**src/rtl/nbf_uart_sequencer.sv**
```systemverilog
// NBF packet engine: serializes command packets to uart_tx, reassembles uart_rx bytes into responses.
// Define NBF_UART_SEQUENCER_CHECK_EN to enable the expected-response FIFO and mismatch_o.
module nbf_uart_sequencer #(
  parameter int nbf_addr_width_p  = 40,
  parameter int nbf_data_width_p  = 64,
  parameter int max_outstanding_p = 4,
  parameter int timeout_cycles_p  = 1000000,
  localparam int nbf_width_lp     = 8 + nbf_addr_width_p + nbf_data_width_p,
  localparam int nbf_bytes_lp     = (nbf_width_lp + 7) / 8,
  localparam int out_width_lp     = $clog2(max_outstanding_p + 1)
) (
  input  logic                    clk_i,
  input  logic                    reset_i,
  input  logic                    cmd_v_i,
  input  logic [nbf_width_lp-1:0] cmd_i,
  output logic                    cmd_ready_and_o,
  output logic                    tx_v_o,
  output logic [7:0]              tx_o,
  input  logic                    tx_ready_and_i,
  input  logic                    rx_v_i,
  input  logic [7:0]              rx_i,
  output logic                    resp_v_o,
  output logic [nbf_width_lp-1:0] resp_o,
  input  logic                    resp_ready_and_i,
  output logic [out_width_lp-1:0] outstanding_o,
  output logic                    idle_o,
  output logic                    timeout_o,
  output logic                    mismatch_o,
  output logic                    overflow_o
);
  localparam int pad_width_lp = nbf_bytes_lp * 8;
  localparam int idx_width_lp = (nbf_bytes_lp > 1) ? $clog2(nbf_bytes_lp) : 1;
  localparam int to_width_lp  = (timeout_cycles_p > 1) ? $clog2(timeout_cycles_p) : 1;
  localparam logic [idx_width_lp-1:0] last_byte_lp = idx_width_lp'(nbf_bytes_lp - 1);
  localparam logic [to_width_lp-1:0]  to_last_lp   = to_width_lp'(timeout_cycles_p - 1);
  localparam logic [out_width_lp-1:0] max_out_lp   = out_width_lp'(max_outstanding_p);

  typedef enum logic [0:0] {e_idle = 1'b0, e_send = 1'b1} tx_state_e;

  tx_state_e                tx_state_q, tx_state_d;
  logic [pad_width_lp-1:0]  tx_shift_q, tx_shift_d;
  logic [idx_width_lp-1:0]  tx_idx_q, tx_idx_d;
  logic [pad_width_lp-1:0]  rx_asm_q, rx_asm_d;
  logic [idx_width_lp-1:0]  rx_idx_q, rx_idx_d;
  logic                     resp_v_q, resp_v_d;
  logic [nbf_width_lp-1:0]  resp_q, resp_d;
  logic [out_width_lp-1:0]  out_q, out_d;
  logic [to_width_lp-1:0]   to_cnt_q, to_cnt_d;
  logic                     timeout_q, timeout_d;
  logic                     overflow_q, overflow_d;
  logic                     cmd_accept_s, rx_done_s, resp_load_s, to_fire_s;

  assign cmd_ready_and_o = (tx_state_q == e_idle) && (out_q < max_out_lp);
  assign cmd_accept_s    = cmd_v_i && cmd_ready_and_o;
  assign rx_done_s       = rx_v_i && (rx_idx_q == last_byte_lp);
  assign resp_load_s     = rx_done_s && (!resp_v_q || resp_ready_and_i);

  // TX next state: the shift register drains toward byte 0, so idle leaves tx_o at zero.
  always_comb begin
    tx_state_d = tx_state_q;
    tx_shift_d = tx_shift_q;
    tx_idx_d   = tx_idx_q;
    case (tx_state_q)
      e_idle: begin
        if (cmd_accept_s) begin
          tx_shift_d = pad_width_lp'(cmd_i);
          tx_idx_d   = '0;
          tx_state_d = e_send;
        end else begin
          tx_state_d = e_idle;
        end
      end
      e_send: begin
        if (tx_ready_and_i) begin
          tx_shift_d = {8'h00, tx_shift_q[pad_width_lp-1:8]};
          tx_idx_d   = tx_idx_q + idx_width_lp'(1);
          if (tx_idx_q == last_byte_lp) begin
            tx_state_d = e_idle;
          end else begin
            tx_state_d = e_send;
          end
        end else begin
          tx_state_d = e_send;
        end
      end
      default: tx_state_d = e_idle;
    endcase
  end

  // RX assembly, response holding register and overflow detection.
  always_comb begin
    rx_asm_d   = rx_asm_q;
    rx_idx_d   = rx_idx_q;
    resp_d     = resp_q;
    resp_v_d   = resp_v_q;
    overflow_d = overflow_q;
    if (rx_v_i) begin
      rx_asm_d[{rx_idx_q, 3'b000} +: 8] = rx_i;
      rx_idx_d = rx_done_s ? '0 : rx_idx_q + idx_width_lp'(1);
    end else if (to_fire_s) begin
      rx_idx_d = '0;
    end else begin
      rx_idx_d = rx_idx_q;
    end
    if (resp_load_s) begin
      resp_d   = rx_asm_d[nbf_width_lp-1:0];
      resp_v_d = 1'b1;
    end else if (resp_v_q && resp_ready_and_i) begin
      resp_v_d = 1'b0;
    end else begin
      resp_v_d = resp_v_q;
    end
    if (rx_done_s && !resp_load_s) begin
      overflow_d = 1'b1;
    end else begin
      overflow_d = overflow_q;
    end
  end

  // Outstanding count (saturating at zero) and rx-silence timeout.
  always_comb begin
    out_d     = out_q;
    to_cnt_d  = to_cnt_q;
    to_fire_s = 1'b0;
    timeout_d = timeout_q;
    if (cmd_accept_s && !rx_done_s) begin
      out_d = out_q + out_width_lp'(1);
    end else if (!cmd_accept_s && rx_done_s && (out_q != '0)) begin
      out_d = out_q - out_width_lp'(1);
    end else begin
      out_d = out_q;
    end
    if ((out_q == '0) || rx_v_i) begin
      to_cnt_d = '0;
    end else if (to_cnt_q == to_last_lp) begin
      to_cnt_d  = '0;
      to_fire_s = 1'b1;
      timeout_d = 1'b1;
    end else begin
      to_cnt_d = to_cnt_q + to_width_lp'(1);
    end
  end

  // State registers with synchronous reset.
  always_ff @(posedge clk_i) begin
    if (reset_i) begin
      tx_state_q <= e_idle;
      tx_shift_q <= '0;
      tx_idx_q   <= '0;
      rx_asm_q   <= '0;
      rx_idx_q   <= '0;
      resp_q     <= '0;
      resp_v_q   <= 1'b0;
      out_q      <= '0;
      to_cnt_q   <= '0;
      timeout_q  <= 1'b0;
      overflow_q <= 1'b0;
    end else begin
      tx_state_q <= tx_state_d;
      tx_shift_q <= tx_shift_d;
      tx_idx_q   <= tx_idx_d;
      rx_asm_q   <= rx_asm_d;
      rx_idx_q   <= rx_idx_d;
      resp_q     <= resp_d;
      resp_v_q   <= resp_v_d;
      out_q      <= out_d;
      to_cnt_q   <= to_cnt_d;
      timeout_q  <= timeout_d;
      overflow_q <= overflow_d;
    end
  end

`ifdef NBF_UART_SEQUENCER_CHECK_EN
  localparam int key_width_lp = 8 + nbf_addr_width_p;
  localparam int ptr_width_lp = (max_outstanding_p > 1) ? $clog2(max_outstanding_p) : 1;
  localparam logic [ptr_width_lp-1:0] ptr_last_lp = ptr_width_lp'(max_outstanding_p - 1);

  function automatic logic [ptr_width_lp-1:0] ptr_next(input logic [ptr_width_lp-1:0] p);
    return (p == ptr_last_lp) ? '0 : p + ptr_width_lp'(1);
  endfunction

  logic [key_width_lp-1:0] exp_mem_q [max_outstanding_p];
  logic [ptr_width_lp-1:0] wr_ptr_q, rd_ptr_q;
  logic                    mismatch_q, mismatch_d, pop_s;

  // FIFO occupancy always equals the outstanding count, so out_q doubles as its fill level.
  assign pop_s = rx_done_s && (out_q != '0);

  // Response key check against the oldest issued command.
  always_comb begin
    mismatch_d = mismatch_q;
    if (rx_done_s && ((out_q == '0) || (rx_asm_d[key_width_lp-1:0] != exp_mem_q[rd_ptr_q]))) begin
      mismatch_d = 1'b1;
    end else begin
      mismatch_d = mismatch_q;
    end
  end

  // Expected-key storage.
  always_ff @(posedge clk_i) begin
    if (cmd_accept_s) exp_mem_q[wr_ptr_q] <= cmd_i[key_width_lp-1:0];
  end

  // FIFO pointers and sticky mismatch flag.
  always_ff @(posedge clk_i) begin
    if (reset_i) begin
      wr_ptr_q   <= '0;
      rd_ptr_q   <= '0;
      mismatch_q <= 1'b0;
    end else begin
      if (cmd_accept_s) wr_ptr_q <= ptr_next(wr_ptr_q);
      if (pop_s)        rd_ptr_q <= ptr_next(rd_ptr_q);
      mismatch_q <= mismatch_d;
    end
  end

  assign mismatch_o = mismatch_q;
`else
  assign mismatch_o = 1'b0;
`endif

  assign tx_v_o        = (tx_state_q == e_send);
  assign tx_o          = tx_shift_q[7:0];
  assign resp_v_o      = resp_v_q;
  assign resp_o        = resp_q;
  assign outstanding_o = out_q;
  assign timeout_o     = timeout_q;
  assign overflow_o    = overflow_q;
  assign idle_o        = (tx_state_q == e_idle) && (rx_idx_q == '0) && (out_q == '0) && !resp_v_q;

endmodule

```
**config.mk**
```make
export PLATFORM = sky130hd
export DESIGN_NAME = nbf_uart_sequencer
export DESIGN_NICKNAME = d
export VERILOG_FILES = /design/src/rtl/nbf_uart_sequencer.sv
export SDC_FILE = /design/constraint.sdc
export NUM_CORES = 1
export LEC_CHECK = 0
export CAP_MARGIN = 0
export CELL_PAD_IN_SITES_DETAIL_PLACEMENT = 0
export CELL_PAD_IN_SITES_GLOBAL_PLACEMENT = 1
export CORE_MARGIN = 5
export CORE_UTILIZATION = 36
export DETAILED_ROUTE_END_ITERATION = 8
export GPL_TIMING_DRIVEN = 0
export PLACE_DENSITY_LB_ADDON = 0.1
export SYNTH_ARGS = -nofsm -noshare
export SYNTH_HDL_FRONTEND = slang
export SYNTH_SLANG_ARGS = --single-unit
```
**constraint.sdc**
```tcl
create_clock -name clk_i -period 2.4 [get_ports clk_i]
set_clock_uncertainty 0.1 [all_clocks]
set_input_delay 0.36 -clock clk_i [delete_from_list [all_inputs] [get_ports clk_i]]
set_output_delay 0.36 -clock clk_i [all_outputs]
set_load 0.03 [all_outputs]
```
# After elaboration in Yosys (flattened, before gate mapping)
# Index checks and enable logic that the tools add are counted.
# totals
reg_bits	371
input_bits	126
out_inout_bits	130
word_cells	75
# classes
add_sub_neg	6
magnitude_cmp	1
n_eq_ne	5
n_shift	2
muxes	21
bitwise	2
reduce_logical	27
# ops
op	count
2-to-1 mux 112 bit	3
one-hot mux 112 bit (2 select lines)	1
bitwise mux 112 bit	1
variable shift 8 x 9 -> 112 bit (first input constant)	1
indexed part select 8 x 9 -> 112 bit	1
adder 20 x 1 -> 20 bit (second input constant)	1
equality test 20 bit (second input constant)	1
2-to-1 mux 4 bit	5
logical AND 1 bit	12
negation 7 -> 9 bit	1
adder 4 x 1 -> 4 bit (second input constant)	2
equality test 4 bit (second input constant)	2
one-hot mux 4 bit (2 select lines)	1
2-to-1 mux 1 bit	7
2-to-1 mux 3 bit	2
nonzero test 2 bit	3
logical NOT 1 bit	4
logical NOT 4 bit	1
inequality test 2 bit (second input constant)	2
AND reduction 2 bit	2
adder 3 x 1 -> 3 bit (second input constant)	1
logical NOT 3 bit	1
less-than comparator 3 bit (second input constant)	1
nonzero test 3 bit	1
other kinds (5)	7

# Longest topological paths before layout
# depth
word_depth	8
ltp_mapped	10
mapped_depth_nobuf	8

# Least setup slack after synthesis
# No wires, ideal clock.
# synth_timing
path_kind	reg-to-reg
from	register rx_idx_q[0]
to	register rx_asm_q[16]
setup_ns	0.128
t_arrival_ns	2.311
required_ns	2.172
setup_slack_ns	-0.138
stages_incl_launch_ff	9
n_path_buf	2
synth_period_minus_slack_ns	2.538
path_cell_list	dfxtp_1 > buf_6 > inv_1 > ha_1 > buf_2 > or4b_2 > a31oi_2 > mux2i_1 > nor2_1
# synth_via
elab_chain_len	4
elab_cells_between_ends	5
classes_between	add/sub (1); shift (2); mux (2)
# synth_lines
item	line	rtl
start, declared	44	logic [idx_width_lp-1:0] rx_idx_q, rx_idx_d;
start signal, assigned	163	rx_idx_q <= rx_idx_d;
negation 7 -> 9 bit *	98	rx_asm_d[{rx_idx_q, 3'b000} +: 8] = rx_i;
indexed part select 8 x 9 -> 112 bit / variable shift 8 x 9 -> 112 bit (equally long branches)	98	
bitwise mux 112 bit *	98	
2-to-1 mux 112 bit *	97	if (rx_v_i) begin
end signal, assigned	162	rx_asm_q <= rx_asm_d;
end, declared	43	logic [pad_width_lp-1:0] rx_asm_q, rx_asm_d;
# Every way passes the cells marked *; elsewhere a longest branch is shown, timed or not.
# A chain may end at the register's enable or synchronous reset.

# Final worst setup path
# layout_timing
from	register rx_idx_q[0]
to	register resp_q[90], in the netlist resp_o[90]
# layout_via
elab_chain_len	4
elab_cells_between_ends	8
classes_between	add/sub (1); eq/ne (1); shift (2); mux (2); reduce/logical (2)
# layout_lines
item	line	rtl
negation 7 -> 9 bit	98	
indexed part select 8 x 9 -> 112 bit / variable shift 8 x 9 -> 112 bit (equally long branches)	98	
bitwise mux 112 bit	98	
2-to-1 mux 112 bit	97	
end signal, assigned	164	resp_q <= resp_d;
end, declared	46	logic [nbf_width_lp-1:0] resp_q, resp_d;
# Several ways; a longest one is shown, not always the timed one.

==> impl_results.md <==
* Most frequent cells in the layout: dfxtp_1 (368), nor2_1 (282), clkdlybuf4s50_1 (243), mux2i_1 (173), a211oi_1 (144)
* Pwr dens at 744 nW/um^2
* Setup crit end kind: flop
* Yosys top cell area share at 50.2%
* Prevailing post-synth register cell: dfxtp_1
* Worst-Skew Late Latency at 0.56 ns
* Compound-Gate Fraction of Synth Area at 14.8%
* Syn. warnings at 0
* Area contributors post-synth: dfxtp_1 (50%), mux2i_1 (13%), a211oi_1 (7.3%)
* Sequential-to-total area share from yosys stat at 50.2%
* Final #Nets at 2013
* Final Cell Area at 20000 um^2
* Hold buffers post-CTS at 0
* Max cap viols at 0
* Final Non-Filler Cells at 2446
* CP Launch Type: flop
* I/O pin total at 256
* Drt pass-1 iters at 5
* Vias in the first global route at 12500
* Final Hold Viols at 0
* Antenna violations before repair at 6
* Synth Area in Simple Gates at 15.9%
* Hold WC Path Type: in2reg
* Run status: complete, no violations
* Multiplexer share of the synthesized area at 13.0%
* Row Count at 74
* DR WL/cell at 19.3 um
* CTS Buffer Depth at 3
* Post-route minimum period at 2.34 ns
* Gr ovfl total at 0
* Post-Synth Adder-Cell Area at 0.643%
* Share of cells above drive strength 1 at 11.7%
* Worst Hold Path EP: tx_shift_q[110]$_SDFFE_PP0P_
* Yosys top cell by area: dfxtp_1
* Core Box Area at 40700 um^2
* Number of port buffers at 245
* Clock transition at the registers of the reported paths at 0.06 ns
* Total number of vias at 12400
* Detailed Route WL at 47300 um
* Worst reg2reg path endpoint: resp_o[90]$_SDFFE_PP0P_
* Number of synthesized flops with an enable pin at 0
* R2R setup slack at 0.06 ns
* Gpl congestion at 0.834
* CTS sink cnt at 371
* DIE WIDTH at 213 um
* Cells after Synth at 1580
* Antenna-violating nets left at 0
* Reg2Reg Depth at 10
* Synthesized area at 14800 um^2
* Final worst-path cycle share at 97.5%
* DP Cell Count at 2357
* Hold depth at 3
* Slew Viols, Final at 0
* Dpl cell area at 17900 um^2
* Largest net degree at the start of global routing at 17
* VDD IR max at 0.370 mV
* Seq cells post-synth at 371
* Post-Place Setup Slack at -1.34 ns
* Slew @ Worst Pin at 1.08 ns
* Root Driver: clkbuf_16
* CP max FO at 10
* Cell variety after synth at 55
* Global-route wire length before repair at 72400 um
* Layout fillers at 3877
* Ys async rst share at 0%
* Syn_nets at 1713
* Die Outline Area at 45200 um^2
* Hold Crit Start: cmd_i[110]
* Starting Density at 36.3%
* Setup Crit Path Kind: reg2reg
* Setup Viol. Count Final at 0
* Slack of the critical path at 0.0602 ns
* GR Util All Layers at 20.4%
* Residual DRC at 0
* Worst EP arrival at 2.66 ns
* CTS tree: built
* Chip Height at 213 um
* Leak Pwr at 7.16 nW
* Syn_area_per_cell at 9.36 um^2
* Commonest non-fill, non-tap cell in the layout: dfxtp_1
* H-Tree Depth at 2
* Final Util at 49.1%
* Critical path origin: rx_idx_q[0]$_SDFFE_PP0P_
* Critical R2R Launch: rx_idx_q[0]$_SDFFE_PP0P_
* Total CTS buffers at 42
* DP Wirelength at 35000 um
* Xor-xnor portion of the synthesized cell area at 1.01%
* Largest family of logic cells by synthesized area: simple AND/OR/NAND/NOR gates
* DR vias/cell at 5.05
* Max frequency at 427 MHz
* Layout area overhead at 35.3%
* Required time worst endpoint at 2.72 ns
* Worst slew margin at 28.2%
* DR iter-0 viols at 495
[cell type report]
type	instances	area, um^2	area share [%]
diodes	3	7.51	0.0375
well taps	532	666	3.33
clock inverters	6	82.6	0.413
inverters	8	32.5	0.163
plain buffers	138	721	3.60
flip-flops and latches	371	7440	37.2
clock buffers	69	1310	6.53
repair buffers	262	2670	13.3
multi-input cells	1057	7090	35.4
[worst max path at each step]
stage / to / depth (start not counted)
floorplan: resp_o[0]$_SDFFE_PP0P_ / 7
global placement: resp_o[82]$_SDFFE_PP0P_ / 7
detailed placement: resp_o[82]$_SDFFE_PP0P_ / 7
CTS: resp_o[75]$_SDFFE_PP0P_ / 8
global route: resp_o[90]$_SDFFE_PP0P_ / 10
finish: resp_o[90]$_SDFFE_PP0P_ / 10
[report_power, final]
group	switching, mW	total, mW	internal, mW
registers	0.163	6.59	6.43
clock network	2.56	6.47	3.92
logic	1.03	1.82	0.788
[state kept, by name, summed over array words and instances, names as in the netlist, 3 cells and up]
| signal | flops |
|---|---|
| tx_shift_q | 112 |
| rx_idx_q | 4 |
| outstanding_o | 3 |
| rx_asm_q | 112 |
| tx_idx_q | 4 |
| resp_o | 112 |
| to_cnt_q | 20 |
[critical path, cell delays in order (launching register included)]
cell and delay (ns):
dfxtp_4 0.37, buf_12 0.14, inv_4 0.05, ha_4 0.17, buf_8 0.13, buf_4 0.15, xor2_4 0.18, a211oi_4 0.29
buf_4 0.20, mux2i_2 0.29, a211oi_2 0.10
[routing by layer]
metal	vias to the layer above	track usage, %	wire length [um]
met2	260	34.4	22800
met3	61	4.86	2670
met4	8	5.83	998
met1	5862	26.3	20700
li1	6169	-	-
met5	-	0	52
[cell usage after synthesis (all sizes together), types with 9 or more instances]
| master | n |
|---|---|
| xnor2 | 14 |
| or4 | 12 |
| a211oi | 162 |
| or3 | 10 |
| mux2i | 192 |
| a21oi | 84 |
| buf | 42 |
| dfxtp | 371 |
| nand3 | 52 |
| nor3 | 11 |
| and2 | 10 |
| clkbuf | 102 |
| nand4 | 10 |
| a311oi | 9 |
| nor2 | 284 |
| and3 | 10 |
| o21ai | 27 |
| nand2 | 101 |
[stage by stage]
step / hold slack (ns) / total power, mW / setup TNS, ns
5_1_grt: 0.288 / 15.5 / -0.00659
3_3_place_gp: 0.339 / 8.42 / -235.68
3_5_place_dp: 0.345 / 8.43 / -236.91
4_1_cts: 0.238 / 15.0 / -0.00142
2_1_floorplan: 0.326 / 7.75 / -0.0973
6_report: 0.275 / 14.9 / 0
[what timing repair did]
| action | 4_1_cts | 5_1_grt |
|---|---|---|
| gates cloned | 0 | 1 |
| resized for setup | 104 | 60 |
| setup buffers | 12 | 4 |
| endpoints found under the setup margin | 348 | 189 |
| pin swaps | 10 | 10 |
[logic make-up after synthesis]
group	count (synthesis)
buffers and inverters	152
multiplexers	192
adder cells (fa/ha/maj)	7
AND/OR/NAND/NOR	531
XOR/XNOR	17
AO/OA/AOI/OAI	309
other	1
flip-flops	371
No activity file was read; power rests on OpenSTA's default activity.
